`src/rtl/rc5_keyex_pkg.sv`:
```
// Shared RC5-32/12/16 constants and key-schedule helpers, common to key expansion and data path.
package rc5_keyex_pkg;

   localparam int unsigned W             = 32;
   localparam int unsigned KEY_W         = 128;
   localparam int unsigned RC5_NUM_S     = 26;
   localparam int unsigned RC5_NUM_L     = 4;
   localparam int unsigned RC5_MIX_ITERS = 78;
   localparam int unsigned TABLE_W       = W * RC5_NUM_S;

   localparam logic [W-1:0] P32 = 32'hB7E1_5163;
   localparam logic [W-1:0] Q32 = 32'h9E37_79B9;

   typedef logic [W-1:0] word_t;

   typedef enum logic {
      ST_IDLE = 1'b0,
      ST_MIX  = 1'b1
   } keyex_state_t;

   // Initial table entry: P32 + k*Q32 mod 2^32.
   function automatic word_t s_init(input int unsigned k);
      return word_t'(P32 + word_t'(k) * Q32);
   endfunction

   // Little-endian word w of the key, with key byte 0 in the key MSBs.
   function automatic word_t key_word(input logic [KEY_W-1:0] key, input int unsigned w);
      word_t r;
      for (int unsigned n = 0; n < 4; n++) begin
         r[8*n +: 8] = key[KEY_W - 1 - 8*(4*w + n) -: 8];
      end
      return r;
   endfunction

endpackage

```
`src/rtl/rc5_keyex_rol.sv`:
```
// Variable 32-bit rotate-left by a 5-bit amount.
module rc5_rol
   import rc5_keyex_pkg::*;
(
   input  logic [W-1:0] i_din,
   input  logic [4:0]   i_amt,
   output logic [W-1:0] o_dout_c
);

   logic [2*W-1:0] dbl_c;

   // The upper half of the doubled word shifted left is the rotation.
   always_comb begin
      dbl_c    = {i_din, i_din} << i_amt;
      o_dout_c = dbl_c[2*W-1:W];
   end

endmodule

```
`src/rtl/rc5_keyex.sv`:
```
// RC5-32/12/16 key expansion: one mixing iteration per clock, 78 iterations per key,
// expanded table S[0..25] packed with S[0] in the MSBs.
module rc5_keyex
   import rc5_keyex_pkg::*;
(
   input  logic               i_clk,
   input  logic               i_rst,
   input  logic [KEY_W-1:0]   i_key,
   input  logic               i_key_en,
   output logic [TABLE_W-1:0] o_keyex,
   output logic               o_keyex_en,
   output logic               o_busy
);

   keyex_state_t state_q, state_d;
   logic         load_c, step_c, done_c;

   word_t        s_q [RC5_NUM_S];
   word_t        l_q [RC5_NUM_L];
   word_t        a_q, b_q;
   logic [4:0]   i_q;
   logic [1:0]   j_q;
   logic [6:0]   cnt_q;

   word_t        a_sum_c, a_new_c, ab_c, b_sum_c, b_new_c;

   always_ff @(posedge i_clk) begin
      if (i_rst) state_q <= ST_IDLE;
      else       state_q <= state_d;
   end

   // Strobes are only accepted in IDLE, so a run in progress cannot be disturbed.
   always_comb begin
      state_d = state_q;
      load_c  = 1'b0;
      step_c  = 1'b0;
      done_c  = 1'b0;
      unique case (state_q)
         ST_IDLE: begin
            if (i_key_en) begin
               load_c  = 1'b1;
               state_d = ST_MIX;
            end
         end
         ST_MIX: begin
            step_c = 1'b1;
            if (cnt_q == 7'(RC5_MIX_ITERS - 1)) begin
               done_c  = 1'b1;
               state_d = ST_IDLE;
            end
         end
         default: state_d = ST_IDLE;
      endcase
   end

   // One mixing step; the fixed rotate-by-3 is wiring, the data-dependent one uses the rotator.
   assign a_sum_c = s_q[i_q] + a_q + b_q;
   assign a_new_c = {a_sum_c[W-4:0], a_sum_c[W-1:W-3]};
   assign ab_c    = a_new_c + b_q;
   assign b_sum_c = l_q[j_q] + ab_c;

   rc5_rol u_rol (
      .i_din    (b_sum_c),
      .i_amt    (ab_c[4:0]),
      .o_dout_c (b_new_c)
   );

   always_ff @(posedge i_clk) begin
      if (i_rst) begin
         for (int unsigned k = 0; k < RC5_NUM_S; k++) s_q[k] <= '0;
         for (int unsigned k = 0; k < RC5_NUM_L; k++) l_q[k] <= '0;
         a_q        <= '0;
         b_q        <= '0;
         i_q        <= '0;
         j_q        <= '0;
         cnt_q      <= '0;
         o_keyex_en <= 1'b0;
         o_busy     <= 1'b0;
      end else begin
         o_keyex_en <= done_c;
         o_busy     <= (state_d == ST_MIX);
         if (load_c) begin
            for (int unsigned k = 0; k < RC5_NUM_S; k++) s_q[k] <= s_init(k);
            for (int unsigned k = 0; k < RC5_NUM_L; k++) l_q[k] <= key_word(i_key, k);
            a_q   <= '0;
            b_q   <= '0;
            i_q   <= '0;
            j_q   <= '0;
            cnt_q <= '0;
         end else if (step_c) begin
            s_q[i_q] <= a_new_c;
            l_q[j_q] <= b_new_c;
            a_q      <= a_new_c;
            b_q      <= b_new_c;
            i_q      <= (i_q == 5'(RC5_NUM_S - 1)) ? 5'd0 : i_q + 5'd1;
            j_q      <= j_q + 2'd1;
            cnt_q    <= cnt_q + 7'd1;
         end
      end
   end

   always_comb begin
      o_keyex = '0;
      for (int unsigned k = 0; k < RC5_NUM_S; k++) begin
         o_keyex[W*(RC5_NUM_S - 1 - k) +: W] = s_q[k];
      end
   end

endmodule

```
`config.mk`:
```
export PLATFORM = sky130hd
export DESIGN_NAME = rc5_keyex
export DESIGN_NICKNAME = d
export VERILOG_FILES = /design/src/rtl/rc5_keyex_pkg.sv /design/src/rtl/rc5_keyex_rol.sv /design/src/rtl/rc5_keyex.sv
export SDC_FILE = /design/constraint.sdc
export NUM_CORES = 2
export LEC_CHECK = 0
export CELL_PAD_IN_SITES_DETAIL_PLACEMENT = 0
export CELL_PAD_IN_SITES_GLOBAL_PLACEMENT = 1
export CORE_MARGIN = 2
export CORE_UTILIZATION = 26
export DETAILED_ROUTE_END_ITERATION = 12
export GPL_TIMING_DRIVEN = 0
export PLACE_DENSITY_LB_ADDON = 0.2
export SYNTH_ARGS = -nofsm -noshare
export SYNTH_HDL_FRONTEND = slang
export SYNTH_SLANG_ARGS = --single-unit
```
`constraint.sdc`:
```
create_clock -name i_clk -period 36.2 [get_ports i_clk]
set_input_delay 7.24 -clock i_clk [delete_from_list [all_inputs] [get_ports i_clk]]
set_output_delay 7.24 -clock i_clk [all_outputs]
set_load 0.05 [all_outputs]
```
==> metrics.csv <==
stage,metric,value,unit
global_route,grt_usage,0.313,
floorplan,chipHeight,490,um
timing,fin_crit,19.00,ns
clock_network,clock_path_buffers,3,
worst_setup_path,crit_top_cell,clkbuf_1,
clock_network,post_cts.repair.setup_buffers,0,
clock_network,tritoncts,yes,
floorplan,start_util,0.261,
yosys,ys_async_sr_fraction,0,
place,hpwlAfterDp,320,mm
worst_setup_path,worst_ep_required_time,36.85,ns
yosys,synthFlopType,edfxtp_1,
timing,fmax,52.6,MHz
outcome,violations,"capacitance limit, slew limit",
global_route,antenna_found_initial,44,
drt,antenna_left,0,
clock_network,path_clk_slew,0.06,ns
pwr,irDropWorstVdd,0.0905,mV
drt,routed_wl,389,mm
clock_network,clk-insertion-delay-late,0.83,ns
drt,num_vias,51520,
finish,drive_above_1_share,0.132,
clock_network,cts_resized,0,
clock_network,ctsHoldBuffers,0,
worst_setup_path,cp_slowest_cell,mux2i_1,
yosys,yosysMostFrequentCell,edfxtp_1,
drt,first_pass_iters,8,
floorplan,die_area,240000,um2
finish,multi_input_area,23600,um2
yosys,yosysWarnings,0,
floorplan,rows,178,
worst_setup_path,slowest_delay,1.09,ns
floorplan,core,235000,um2
worst_setup_path,endpoint_kind,flip-flop,
clock_network,cts_made_buffers,151,
pwr,p_leak,28.1,nW
floorplan,pin_count,965,
timing,skew,0.0566,ns
yosys,synthesis.nets,4847,
drt,routedWlPerCell,43.1,um
finish,regArea,36300,um2
drt,drc_errors,0,
finish,syn_to_final_growth,32.1,%
pwr,power_density,101,nW/um2
clock_network,cts_root_buffer,clkbuf_16,
yosys,syn_inst,4581,
worst_setup_path,path_class,reg2reg,
drt,via_per_inst,5.70,
worst_setup_path,cp_top_family,buffers and inverters,
worst_setup_path,worstPathBufferInverterCount,10,
global_route,grt_max_degree,30,
timing,finalHoldViolCount,0,
clock_network,cts.sinks,1239,
yosys,synth_edf_count,1152,
timing,maxSlewHeadroom,-0.0190,
yosys,ys_types,99,
yosys,ys_seq_area_frac,0.592,
clock_network,cts_max_level,4,
timing,worst_pin_slew,1.53,ns
worst_setup_path,startpoint_type,flip-flop,
drt,drt_iter0_markers,8009,
outcome,outcome,finished with violations,
worst_setup_path,worstPathArrival,19.66,ns
timing,period_share,0.525,
global_route,grt_overflow,0,
timing,rsz0062_at_grt,no,
hold_path,hp-class,reg2reg,
finish,final_nets,6016,
global_route,grt_pass1_wl,498,mm
global_route,grt_pass1_vias,48650,
yosys,yosys_register_bits,1239,
timing,timing.setup.tns,0,ns
finish,fillCellCount,23191,
yosys,syn_avg_cell_area,13.4,um2
timing,setup_viol,0,
yosys,synth.top_cells.by_area,"edfxtp_1 56%, mux4_2 13%, o21ai_0 4.1%",
yosys,synthTopCellsByCount,"1,152 x edfxtp_1, 616 x nor2_1, 509 x o21ai_0, 357 x mux4_2, 338 x clkbuf_1",
worst_setup_path,cp_max_fo,10,
yosys,netlist_area,61400,um2
run,drv_cap,4,
yosys,netlist.area_leader.share,0.563,
place,port_buffers,964,
place,gp_congestion,0.971,
floorplan,die_w,490,um
yosys,yosysTopAreaCell,edfxtp_1,
timing,maxSlewViolCount,12,
finish,utilization,0.345,
==> routing by layer <==
metal	global-route usage	share of wire	vias to the layer above	wire length, um
li1	-	-	20124	-
met1	0.387	0.37	27054	146000
met2	0.495	0.46	3617	178000
met3	0.0755	0.094	703	36800
met4	0.190	0.072	22	28100
met5	0	0.00035	-	138
==> layout make-up <==
class,count,share of cell area
Antenna cell,16,0.000493
Timing Repair Buffer,1016,0.131
Tap cell,3150,0.0486
Inverter,66,0.00305
Clock inverter,87,0.0100
Buffer,385,0.0181
Sequential cell,1239,0.448
Clock buffer,189,0.0495
Multi-Input combinational cell,2891,0.291
==> flip-flops by register name, summed over array words and instances (netlist names), named ones only <==
name	flops
cnt_q	7
s_q	1024
l_q	128
a_q	32
b_q	32
j_q	2
i_q	5
o_busy	1
o_keyex_en	1
==> worst reg2reg max path: cells and delay by family, from the launching register on <==
kind	cells	cell delay (ns)
AO/OA/AOI/OAI	11	4.51
XOR/XNOR	1	0.76
buffers and inverters	10	6.16
flip-flops	1	0.30
AND/OR/NAND/NOR	4	0.79
adder cells (fa/ha/maj)	6	3.09
multiplexers	6	3.19
==> worst paths after layout <==
check	from	to	slack (ns)	depth (start not counted)
worst max-delay path	flip-flop	l_q[1][24]	17.20	38
worst min-delay path	a_q[31]	a_q[31]	0.49	2
worst max register to register	flip-flop	l_q[1][24]	17.20	38
worst min register to register	a_q[31]	a_q[31]	0.49	2
==> power breakdown <==
| group | internal, mW | total [mW] | switching [mW] |
|---|---|---|---|
| logic | 1.21 | 4.75 | 3.54 |
| registers | 1.76 | 1.91 | 0.151 |
| clock network | 0.844 | 1.52 | 0.673 |
| total | 3.81 | 8.18 | 4.37 |
==> layout by cell type (no fill, tap or decap), drive strengths merged, types with 34 or more instances in the layout <==
| master | n |
|---|---|
| edfxtp | 1152 |
| clkdlybuf4s50 | 964 |
| nor2 | 618 |
| clkbuf | 527 |
| o21ai | 517 |
| mux4 | 357 |
| nand2 | 269 |
| a21oi | 198 |
| ha | 101 |
| buf | 99 |
| dfxtp | 87 |
| clkinv | 77 |
| inv | 68 |
| xnor2 | 50 |
| nor3 | 48 |
| a21o | 43 |
| nand3 | 42 |
| mux2 | 41 |
| a22o | 39 |
| mux2i | 38 |
| xor2 | 35 |
| fa | 34 |
==> cells by family after synthesis <==
family / after synthesis / share of synthesized area
flip-flops: 1239 / 0.592
AO/OA/AOI/OAI: 1118 / 0.114
AND/OR/NAND/NOR: 1115 / 0.0769
buffers and inverters: 451 / 0.0277
multiplexers: 436 / 0.145
adder cells (fa/ha/maj): 135 / 0.0317
XOR/XNOR: 87 / 0.0129
==> stage by stage <==
| step | power [mW] | area, um2 | cells | hold slack, ns | worst slack, ns |
|---|---|---|---|---|---|
| 4_1_cts | 8.08 | 81100 | 9022 | 0.487 | 16.87 |
| 3_5_place_dp | 6.57 | 76300 | 8746 | 0.479 | 17.04 |
| 3_3_place_gp | 6.53 | 75000 | 8695 | 0.476 | 15.65 |
| 6_report | 8.18 | 81200 | 9039 | 0.489 | 17.20 |
| 2_1_floorplan | 4.34 | 61400 | 4581 | 0.457 | 24.21 |
| 5_1_grt | 8.36 | 81100 | 9023 | 0.498 | 16.71 |
Power figures use the tool's default switching activity.
